--- config.mk ---
export PLATFORM = sky130hd
export DESIGN_NAME = ram_stream_reader
export DESIGN_NICKNAME = d
export VERILOG_FILES = /design/src/rtl/ram_stream_reader_pkg.sv /design/src/rtl/stream_fifo2.sv /design/src/rtl/ram_stream_reader.sv
export SDC_FILE = /design/constraint.sdc
export NUM_CORES = 1
export LEC_CHECK = 0
export ABC_AREA = 1
export BUFFER_PORTS_ARGS = -buffer_cell sky130_fd_sc_hd__buf_4
export CELL_PAD_IN_SITES_DETAIL_PLACEMENT = 1
export CELL_PAD_IN_SITES_GLOBAL_PLACEMENT = 1
export CORE_ASPECT_RATIO = 0.8
export CORE_MARGIN = 2
export CORE_UTILIZATION = 35
export DETAILED_ROUTE_END_ITERATION = 8
export GPL_TIMING_DRIVEN = 0
export HOLD_SLACK_MARGIN = 0.03
export PLACE_DENSITY_LB_ADDON = 0.1
export SYNTH_ARGS = -nofsm -noshare
export SYNTH_HDL_FRONTEND = slang
export SYNTH_HIERARCHICAL = 1
export SYNTH_SLANG_ARGS = --single-unit
--- constraint.sdc ---
create_clock -name clk -period 2.5 [get_ports clk]
set_clock_uncertainty 0.2 [all_clocks]
set_input_delay 0.375 -clock clk [delete_from_list [all_inputs] [get_ports clk]]
set_output_delay 0.375 -clock clk [all_outputs]
set_load 0.01 [all_outputs]
--- src/rtl/ram_stream_reader_pkg.sv ---
// Shared constants for the RAM stream reader: FSM state encoding and
// the depth of the output skid FIFO.
package ram_stream_reader_pkg;

    localparam logic ST_IDLE = 1'b0;
    localparam logic ST_RUN  = 1'b1;

    // Words buffered plus reads in flight never exceed this depth.
    localparam int FIFO_DEPTH    = 2;
    localparam int FIFO_CNT_BITS = 2;

endpackage

--- src/rtl/stream_fifo2.sv ---
// Two-entry registered FIFO. The head register drives the stream output
// directly so there is no combinational path from push_data to head_data.
module stream_fifo2
    import ram_stream_reader_pkg::*;
#(
    parameter int RAM_WIDTH = 8
) (
    input  logic                     clk,
    input  logic                     rst_n,
    input  logic                     flush,
    input  logic                     push,
    input  logic [RAM_WIDTH-1:0]     push_data,
    input  logic                     pop,
    output logic [RAM_WIDTH-1:0]     head_data,
    output logic                     head_valid,
    output logic [FIFO_CNT_BITS-1:0] count
);

    logic [RAM_WIDTH-1:0]     head_r;
    logic [RAM_WIDTH-1:0]     tail_r;
    logic [FIFO_CNT_BITS-1:0] count_r;

    // Storage and occupancy update; flush empties without touching data.
    always_ff @(posedge clk or negedge rst_n) begin
        if (!rst_n) begin
            head_r  <= {RAM_WIDTH{1'b0}};
            tail_r  <= {RAM_WIDTH{1'b0}};
            count_r <= 2'd0;
        end else if (flush) begin
            count_r <= 2'd0;
        end else begin
            case ({push, pop})
                2'b10: begin
                    if (count_r == 2'd0) begin
                        head_r  <= push_data;
                        count_r <= 2'd1;
                    end else if (count_r == 2'd1) begin
                        tail_r  <= push_data;
                        count_r <= 2'd2;
                    end else begin
                        count_r <= count_r;
                    end
                end
                2'b01: begin
                    head_r  <= tail_r;
                    count_r <= count_r - 2'd1;
                end
                2'b11: begin
                    if (count_r == 2'd1) begin
                        head_r <= push_data;
                    end else begin
                        head_r <= tail_r;
                        tail_r <= push_data;
                    end
                end
                default: begin
                    count_r <= count_r;
                end
            endcase
        end
    end

    assign head_data  = head_r;
    assign head_valid = (count_r != 2'd0);
    assign count      = count_r;

endmodule

--- src/rtl/ram_stream_reader.sv ---
// Read sequencer for a block RAM with a one-cycle registered read port.
// Walks a wrapping address range and re-times the words into a
// valid/ready stream through a two-entry FIFO.
module ram_stream_reader
    import ram_stream_reader_pkg::*;
#(
    parameter int RAM_WIDTH     = 8,
    parameter int RAM_ADDR_BITS = 4
) (
    input  logic                     clk,
    input  logic                     rst_n,
    input  logic                     start,
    input  logic [RAM_ADDR_BITS-1:0] base_addr,
    input  logic [RAM_ADDR_BITS:0]   length,
    input  logic                     abort,
    output logic [RAM_ADDR_BITS-1:0] r_addr,
    input  logic [RAM_WIDTH-1:0]     r_data,
    output logic [RAM_WIDTH-1:0]     out_data,
    output logic                     out_valid,
    input  logic                     out_ready,
    output logic                     busy,
    output logic                     done
);

    logic                     state_r;
    logic                     state_next_s;
    logic [RAM_ADDR_BITS-1:0] r_addr_r;
    logic [RAM_ADDR_BITS:0]   fetch_rem_r;
    logic [RAM_ADDR_BITS:0]   emit_rem_r;
    logic                     inflight_r;
    logic                     done_r;

    logic                     accept_s;
    logic                     abort_s;
    logic                     pop_s;
    logic                     push_s;
    logic                     issue_s;
    logic                     last_s;
    logic                     done_next_s;
    logic [2:0]               occupancy_s;

    logic [FIFO_CNT_BITS-1:0] fifo_count_s;
    logic                     fifo_valid_s;
    logic [RAM_WIDTH-1:0]     fifo_head_s;

    // State register.
    always_ff @(posedge clk or negedge rst_n) begin
        if (!rst_n) begin
            state_r <= ST_IDLE;
        end else begin
            state_r <= state_next_s;
        end
    end

    // Next-state logic: abort wins over the final handshake.
    always_comb begin
        state_next_s = state_r;
        case (state_r)
            ST_IDLE: begin
                if (accept_s) begin
                    state_next_s = ST_RUN;
                end else begin
                    state_next_s = ST_IDLE;
                end
            end
            ST_RUN: begin
                if (abort || last_s) begin
                    state_next_s = ST_IDLE;
                end else begin
                    state_next_s = ST_RUN;
                end
            end
            default: state_next_s = ST_IDLE;
        endcase
    end

    // Per-cycle control strobes: handshake, read issue, capture, completion.
    always_comb begin
        accept_s    = 1'b0;
        abort_s     = 1'b0;
        pop_s       = fifo_valid_s && out_ready;
        push_s      = 1'b0;
        issue_s     = 1'b0;
        last_s      = 1'b0;
        done_next_s = 1'b0;
        occupancy_s = {1'b0, fifo_count_s} + {2'b00, inflight_r} - {2'b00, pop_s};
        case (state_r)
            ST_IDLE: begin
                accept_s    = start && (length != {(RAM_ADDR_BITS+1){1'b0}});
                done_next_s = start && (length == {(RAM_ADDR_BITS+1){1'b0}});
            end
            ST_RUN: begin
                abort_s     = abort;
                push_s      = inflight_r && !abort;
                last_s      = pop_s && (emit_rem_r == {{RAM_ADDR_BITS{1'b0}}, 1'b1});
                issue_s     = !abort && (fetch_rem_r != {(RAM_ADDR_BITS+1){1'b0}})
                              && (occupancy_s < 3'(FIFO_DEPTH));
                done_next_s = last_s && !abort;
            end
            default: begin
                accept_s = 1'b0;
            end
        endcase
    end

    // Address walker, remaining-word counters, in-flight flag and done pulse.
    always_ff @(posedge clk or negedge rst_n) begin
        if (!rst_n) begin
            r_addr_r    <= {RAM_ADDR_BITS{1'b0}};
            fetch_rem_r <= {(RAM_ADDR_BITS+1){1'b0}};
            emit_rem_r  <= {(RAM_ADDR_BITS+1){1'b0}};
            inflight_r  <= 1'b0;
            done_r      <= 1'b0;
        end else begin
            done_r <= done_next_s;
            if (state_r == ST_IDLE) begin
                inflight_r <= 1'b0;
                if (accept_s) begin
                    r_addr_r    <= base_addr;
                    fetch_rem_r <= length;
                    emit_rem_r  <= length;
                end
            end else if (abort_s) begin
                inflight_r  <= 1'b0;
                fetch_rem_r <= {(RAM_ADDR_BITS+1){1'b0}};
                emit_rem_r  <= {(RAM_ADDR_BITS+1){1'b0}};
            end else begin
                inflight_r <= issue_s;
                if (issue_s) begin
                    r_addr_r    <= r_addr_r + {{(RAM_ADDR_BITS-1){1'b0}}, 1'b1};
                    fetch_rem_r <= fetch_rem_r - {{RAM_ADDR_BITS{1'b0}}, 1'b1};
                end
                if (pop_s) begin
                    emit_rem_r <= emit_rem_r - {{RAM_ADDR_BITS{1'b0}}, 1'b1};
                end
            end
        end
    end

    stream_fifo2 #(
        .RAM_WIDTH (RAM_WIDTH)
    ) u_fifo (
        .clk        (clk),
        .rst_n      (rst_n),
        .flush      (abort_s),
        .push       (push_s),
        .push_data  (r_data),
        .pop        (pop_s),
        .head_data  (fifo_head_s),
        .head_valid (fifo_valid_s),
        .count      (fifo_count_s)
    );

    assign r_addr    = r_addr_r;
    assign out_data  = fifo_head_s;
    assign out_valid = fifo_valid_s;
    assign busy      = (state_r == ST_RUN);
    assign done      = done_r;

endmodule

==> results of run 1 <==
==> cells by family (layout without fill, tap and decap cells) <==
family | Yosys count | in the layout | share of synthesized area [%]
AO/OA/AOI/OAI | 18 | 18 | 4.288
XOR/XNOR | 1 | 1 | 0.3616
adder cells (fa/ha/maj) | 8 | 8 | 4.442
buffers and inverters | 40 | 94 | 7.386
flip-flops | 35 | 35 | 36.16
AND/OR/NAND/NOR | 271 | 271 | 47.37
==> sequential cells by signal, summed over array words and instances (netlist names) <==
signal            cells
busy                  1
emit_rem_r            5
u_fifo/tail_r         8
fetch_rem_r           5
done                  1
r_addr                4
inflight_r            1
u_fifo/head_data      8
u_fifo/count          2
==> worst max path at each step <==
stage	from	to	cells past startpoint
after global routing	u_fifo/count[1]$_DFFE_PN0P_	fetch_rem_r[0]$_DFFE_PN0P_	15
final	u_fifo/count[1]$_DFFE_PN0P_	fetch_rem_r[2]$_DFFE_PN0P_	15
after floorplan	u_fifo/count[1]$_DFFE_PN0P_	fetch_rem_r[2]$_DFFE_PN0P_	15
after global placement	u_fifo/count[0]$_DFFE_PN0P_	fetch_rem_r[3]$_DFFE_PN0P_	15
after detailed placement	u_fifo/count[0]$_DFFE_PN0P_	fetch_rem_r[0]$_DFFE_PN0P_	15
after CTS	u_fifo/count[0]$_DFFE_PN0P_	fetch_rem_r[0]$_DFFE_PN0P_	15
==> layout make-up <==
class | count | area (um2) | area share [%]
Clock inverter | 2 | 12.51 | 0.4149
Clock buffer | 6 | 72.57 | 2.407
Multi-Input combinational cell | 298 | 1411 | 46.80
Timing Repair Buffer | 46 | 347.8 | 11.54
Sequential cell | 35 | 878.3 | 29.13
Buffer | 6 | 51.30 | 1.701
Inverter | 34 | 132.6 | 4.398
Tap cell | 87 | 108.9 | 3.610
==> cells in the final DEF, fill, tap and decap left out, drive strengths merged <==
cell type    instances
a21oi                7
buf                 51
clkbuf               6
clkinv               1
clkinvlp             1
dfrtp               35
dlygate4sd3          1
fa                   1
ha                   7
inv                 34
nand2              192
nand3               37
nor2                40
o21ai                4
o21bai               1
o22ai                6
or2                  2
xor2                 1
==> per-stage QoR <==
step	hold WS, ps	power, mW	cell area (um2)
floorplan	-120.6	1.974	2427
global placement	180.4	2.446	2806
detailed placement	183.6	2.495	2806
CTS	164.4	3.007	2952
global route	184.9	3.391	3015
finish	169.8	3.077	3015
==> worst register-to-register path: stages (launching register included) <==
cell	delay, ps
dfrtp_2	420
inv_2	90
ha_4	160
inv_4	40
nand2_4	90
inv_4	60
nor2_4	100
o21ai_2	70
fa_1	480
inv_1	50
nor2_2	130
nand3_4	120
nand2_4	120
nand2_4	90
nand2_1	70
nand2_1	50
==> metal layers <==
metal	share of wire [%]	up-vias	track usage [%]
met3	3.7	4	3.295
li1	-	1263	-
met1	51	1172	28.51
met5	0	-	0
met4	0.48	0	3.380
met2	45	43	31.87
==> power groups by stage <==
stage / clock network [mW] / registers (mW) / logic, mW
after floorplan: 0 / 0.992 / 0.983
after global placement: 0 / 0.984 / 1.46
after detailed placement: 0 / 0.989 / 1.51
after CTS: 0.435 / 0.969 / 1.60
after global routing: 0.462 / 1.01 / 1.92
final: 0.410 / 0.971 / 1.70
==> repair_timing <==
item                                    CTS  global route
gates resized for setup                   9             9
setup buffers                             4             5
endpoints found under the setup margin   10             9
gates cloned                              0             0
pin swaps                                 4             4
endpoints found under the hold margin    35             0
hold buffers                              1             0
==> results.yml, run 1 <==
floorplan:
  ios: 37
  start_util_pct: 35.67
  dieArea_um2: 7607
  die_x_um: 97.01
  die_h_um: 78.41
  core-area_um2: 6790
  fp-row-count: 27
route:
  drc_errors: 0
  dr_total_vias: 2482
  wl_per_cell_um: 14.09
  routed_via_density: 4.829
  totalWireLength_um: 7244
  drtAntennaViolNets: 0
  drtIter0Drc: 88
  first_pass_iters: 4
worst_setup_path:
  critPathKind: "flip-flop to flip-flop"
  cp-end-kind: "flip-flop"
  cp_common_cell: "nand2_4"
  reg2reg_depth: 15
  critPathArrivalTime_ps: 2410
  reg2reg_slack_ps: 70
  reg2reg_from: "u_fifo/count[1]$_DFFE_PN0P_"
  cp.required_ps: 2480
  start_kind: "flip-flop"
  r2r_end: "fetch_rem_r[2]$_DFFE_PN0P_"
  cp_slowest_cell: "fa_1"
  path_cells: "inv_2 > ha_4 > inv_4 > nand2_4 > inv_4 > nor2_4 > o21ai_2 > fa_1 > inv_1 > nor2_2 > nand3_4 > nand2_4 > nand2_4 > nand2_1 > nand2_1"
  critPathBufInv: 4
  slowest_delay_ps: 480
  critPathMaxFanout: 6
  cp_top_family: "simple AND/OR/NAND/NOR gates"
synthesis:
  synth_top_area_share_pct: 36.16
  synth_nets: 403
  synthTopCellsByCount: "184 x nand2_1, 37 x nor2_1, 35 x dfrtp_1, 35 x nand3_1, 28 x inv_1"
  synth-main-ff-cell: "dfrtp_1"
  yosys_register_bits: 35
  yosysSeqAreaShare_pct: 36.16
  syn_area_um2: 2422
  ys_top_cells_by_area: "dfrtp_1 36%, nand2_1 29%, nand3_1 7.2%"
  yosys_warnings: 6
  post_synth.cell_area_avg_um2: 6.494
  synth.distinct_cells: 26
  synth_area_leader_cell: "dfrtp_1"
  syn_inst: 373
  synth_edf_count: 0
  yosysMostFrequentCell: "nand2_1"
  ys_async_sr_fraction_pct: 100.0
global_routing:
  grt_use_total_pct: 19.81
  grt-ovfl-total: 0
  antenna_found_initial: 0
  grt_pass1_wl_um: 12190
  grt_max_degree: 36
  grt_pass1_vias: 2526
cts:
  cts_tree: "built"
  cts_num_sinks: 35
  clk_pin_slew_ps: 80
  clock_path_buffers: 2
  cts_buffers: 5
  htree_levels: 2
  insertion_delay_ps: 290
  clock-root-buffer: "clkbuf_8"
pwr:
  switching_share_pct: 45.47
  netSwitchingPower_mw: 1.399
  intPower_mw: 1.678
  power.share.clock_pct: 13.3
  peakVddDrop_uv: 336.2
  p_leak_nw: 1.664
  seqPwrFrac_pct: 31.6
  p_comb_share_pct: 55.1
  power_density_nw_per_um2: 1020
sta:
  setup_ws_ps: 72.56
  period_share_pct: 97.10
  slew_viol_final: 0
  rsz0062_at_grt: "true"
  worst_pin_slew_ps: 495.0
  tns_ps: 0
  relSlewSlack_pct: 67.00
  timing.final.crit_period_ps: 2427
  fmax_ghz: 0.4120
  hold_viol: 0
  setup_viol: 0
place:
  routabilityCongestion: 0.7914
  post-dp-hpwl_um: 5286
  dp_cells: 496
  place_ws_ps: -330.0
  io_buffers: 36
cells_and_area:
  post-route-util_pct: 44.41
  final_layout_size_suffix_gt1_share_pct: 21.78
  nFillCells: 919
  diodes: 0
  syn2layout_area_growth_pct: 24.48
  instances_no_fill: 514
  nets: 456
run_status:
  outcome: "finished clean"
worst_hold_path:
  hold_start: "start"
  hp-class: "input port to flip-flop"
  hold_path_depth: 3
  min_to: "done$_DFF_PN0_"
run:
  drv_cap: 0
Note: power is estimated with default switching activity, not from simulation.
==> inputs of run 2 (changes only) <==
--- a/config.mk
+++ b/config.mk
@@ -15,6 +15,7 @@
 export DETAILED_ROUTE_END_ITERATION = 8
 export GPL_TIMING_DRIVEN = 0
 export HOLD_SLACK_MARGIN = 0.03
+export MAX_ROUTING_LAYER = met4
 export PLACE_DENSITY_LB_ADDON = 0.1
 export SYNTH_ARGS = -nofsm -noshare
 export SYNTH_HDL_FRONTEND = slang
==> run 2 against run 1 <==
  * Sequential power about the same
  * Cell count unchanged
  * First-iteration DRC count grew 4.5%
  * Via count shrank 0.28%
  * Clock power about the same
  * Worst hold slack improved by 12 ps
  * Setup slack got worse by 3.9 ps
  * Non-clock buffer count unchanged
  * Register-to-register slack barely moved
  * Core utilization did not move
  * Total power about the same
  * Routed wire length is 0.32% higher
==> results.yml, run 2 (synthesized netlist as in run 1, its figures left out) <==
cts:
  cts_tree: "built"
  htree_levels: 2
  clk_pin_slew_ps: 80
  cts_num_sinks: 35
  clock_path_buffers: 2
  clock-root-buffer: "clkbuf_8"
  insertion_delay_ps: 290
  cts_buffers: 5
global_routing:
  grt-ovfl-total: 0
  grt_max_degree: 36
  grt_use_total_pct: 20.39
  grt_pass1_vias: 2525
  grt_pass1_wl_um: 12190
  antenna_found_initial: 0
worst_setup_path:
  reg2reg_from: "u_fifo/count[1]$_DFFE_PN0P_"
  r2r_end: "fetch_rem_r[2]$_DFFE_PN0P_"
  reg2reg_slack_ps: 70
  critPathArrivalTime_ps: 2420
  cp.required_ps: 2480
  reg2reg_depth: 15
  critPathMaxFanout: 6
  cp-end-kind: "flip-flop"
  critPathKind: "flip-flop to flip-flop"
  start_kind: "flip-flop"
floorplan:
  core-area_um2: 6790
  dieArea_um2: 7607
  die_x_um: 97.01
  die_h_um: 78.41
  fp-row-count: 27
  start_util_pct: 35.67
  ios: 37
sta:
  setup_viol: 0
  timing.final.crit_period_ps: 2431
  period_share_pct: 97.25
  worst_pin_slew_ps: 495.5
  rsz0062_at_grt: "true"
  whs_ps: 181.6
  fmax_ghz: 0.4113
  slew_viol_final: 0
  setup_ws_ps: 68.70
  hold_viol: 0
  relSlewSlack_pct: 66.97
cells_and_area:
  layout_common_cells: "181 x nand2_1, 47 x buf_4, 35 x nor2_1, 35 x nand3_1, 33 x dfrtp_1"
  syn2layout_area_growth_pct: 24.48
  instances_no_fill: 514
  diodes: 0
  final_layout_size_suffix_gt1_share_pct: 21.78
  final_common_cell: "nand2_1"
  nets: 456
  finalInstanceArea_um2: 3015
place:
  io_buffers: 36
  post-dp-hpwl_um: 5286
  routabilityCongestion: 0.8026
  place_ws_ps: -330.0
  placed_area_um2: 2806
  dp_cells: 496
pwr:
  p_leak_nw: 1.664
  peakVddDrop_uv: 335.0
  power_density_nw_per_um2: 1020
route:
  first_pass_iters: 4
  drtIter0Drc: 92
  drtAntennaViolNets: 0
  routed_via_density: 4.815
  wl_per_cell_um: 14.14
  totalWireLength_um: 7267
  drc_errors: 0
  dr_total_vias: 2475
worst_hold_path:
  min_to: "done$_DFF_PN0_"
  hold_path_depth: 3
  hold_start: "start"
  hp-class: "input port to flip-flop"
run_status:
  outcome: "finished clean"
run:
  drv_cap: 0
-- run 2: worst max-delay path by stage --
| stage | start | end | slack (ps) | depth (start not counted) |
|---|---|---|---|---|
| 2_1_floorplan | u_fifo/count[1]$_DFFE_PN0P_ | fetch_rem_r[2]$_DFFE_PN0P_ | 8 | 15 |
| 3_3_place_gp | u_fifo/count[0]$_DFFE_PN0P_ | fetch_rem_r[3]$_DFFE_PN0P_ | -250 | 15 |
| 3_5_place_dp | u_fifo/count[0]$_DFFE_PN0P_ | fetch_rem_r[0]$_DFFE_PN0P_ | -330 | 15 |
| 4_1_cts | u_fifo/count[0]$_DFFE_PN0P_ | fetch_rem_r[0]$_DFFE_PN0P_ | 4 | 15 |
| 5_1_grt | u_fifo/count[1]$_DFFE_PN0P_ | fetch_rem_r[0]$_DFFE_PN0P_ | -30 | 15 |
| 6_report | u_fifo/count[1]$_DFFE_PN0P_ | fetch_rem_r[2]$_DFFE_PN0P_ | 70 | 15 |
-- run 2: area by class of cell --
class                   instances  area [um2]
plain buffers                   6       51.30
clock buffers                   6       72.57
clock inverters                 2       12.51
fillers                       919        3775
inverters                      34       132.6
multi-input cells             298        1411
flip-flops and latches         35       878.3
well taps                      87       108.9
repair buffers                 46       347.8
-- run 2: where the power goes --
group,switching [mW],internal (mW),leakage (nW)
clock network,0.214,0.195,0.0412
logic,0.999,0.696,1.18
registers,0.184,0.787,0.439
total,1.40,1.68,1.66
-- run 2: worst max-delay path, cell delays in order (launching register included) --
cell and delay, ps:
dfrtp_2 420, inv_2 90, ha_4 160, inv_4 40, nand2_4 90, inv_4 50
nor2_4 90, o21ai_2 70, fa_1 480, inv_1 50, nor2_2 130, nand3_4 120
nand2_4 120, nand2_4 90, nand2_1 70, nand2_1 50
-- run 2: layer usage --
| layer | vias to the layer above | GRT usage, % | wire length (um) |
|---|---|---|---|
| met5 | - | - | 0 |
| met1 | 1169 | 28.67 | 3747 |
| met3 | 4 | 3.206 | 238 |
| met4 | 0 | 3.380 | 34 |
| met2 | 39 | 31.81 | 3245 |
| li1 | 1263 | - | - |
-- run 2: through the flow --
stage / utilization [%] / total power [mW] / setup TNS (ps)
detailed placement: 41.33 / 2.495 / -2944
CTS: 43.47 / 3.007 / 0
global placement: 41.33 / 2.446 / -2182
global route: 44.41 / 3.391 / -110.3
finish: 44.41 / 3.075 / 0
floorplan: - / 1.974 / 0
-- run 2: repair_timing --
| action | 4_1_cts | 5_1_grt |
|---|---|---|
| hold buffers | 1 | 0 |
| endpoints found under the hold margin | 35 | 0 |
| pin swaps | 4 | 4 |
| endpoints found under the setup margin | 10 | 9 |
| buffers inserted | 4 | 5 |
| resized for setup | 9 | 9 |
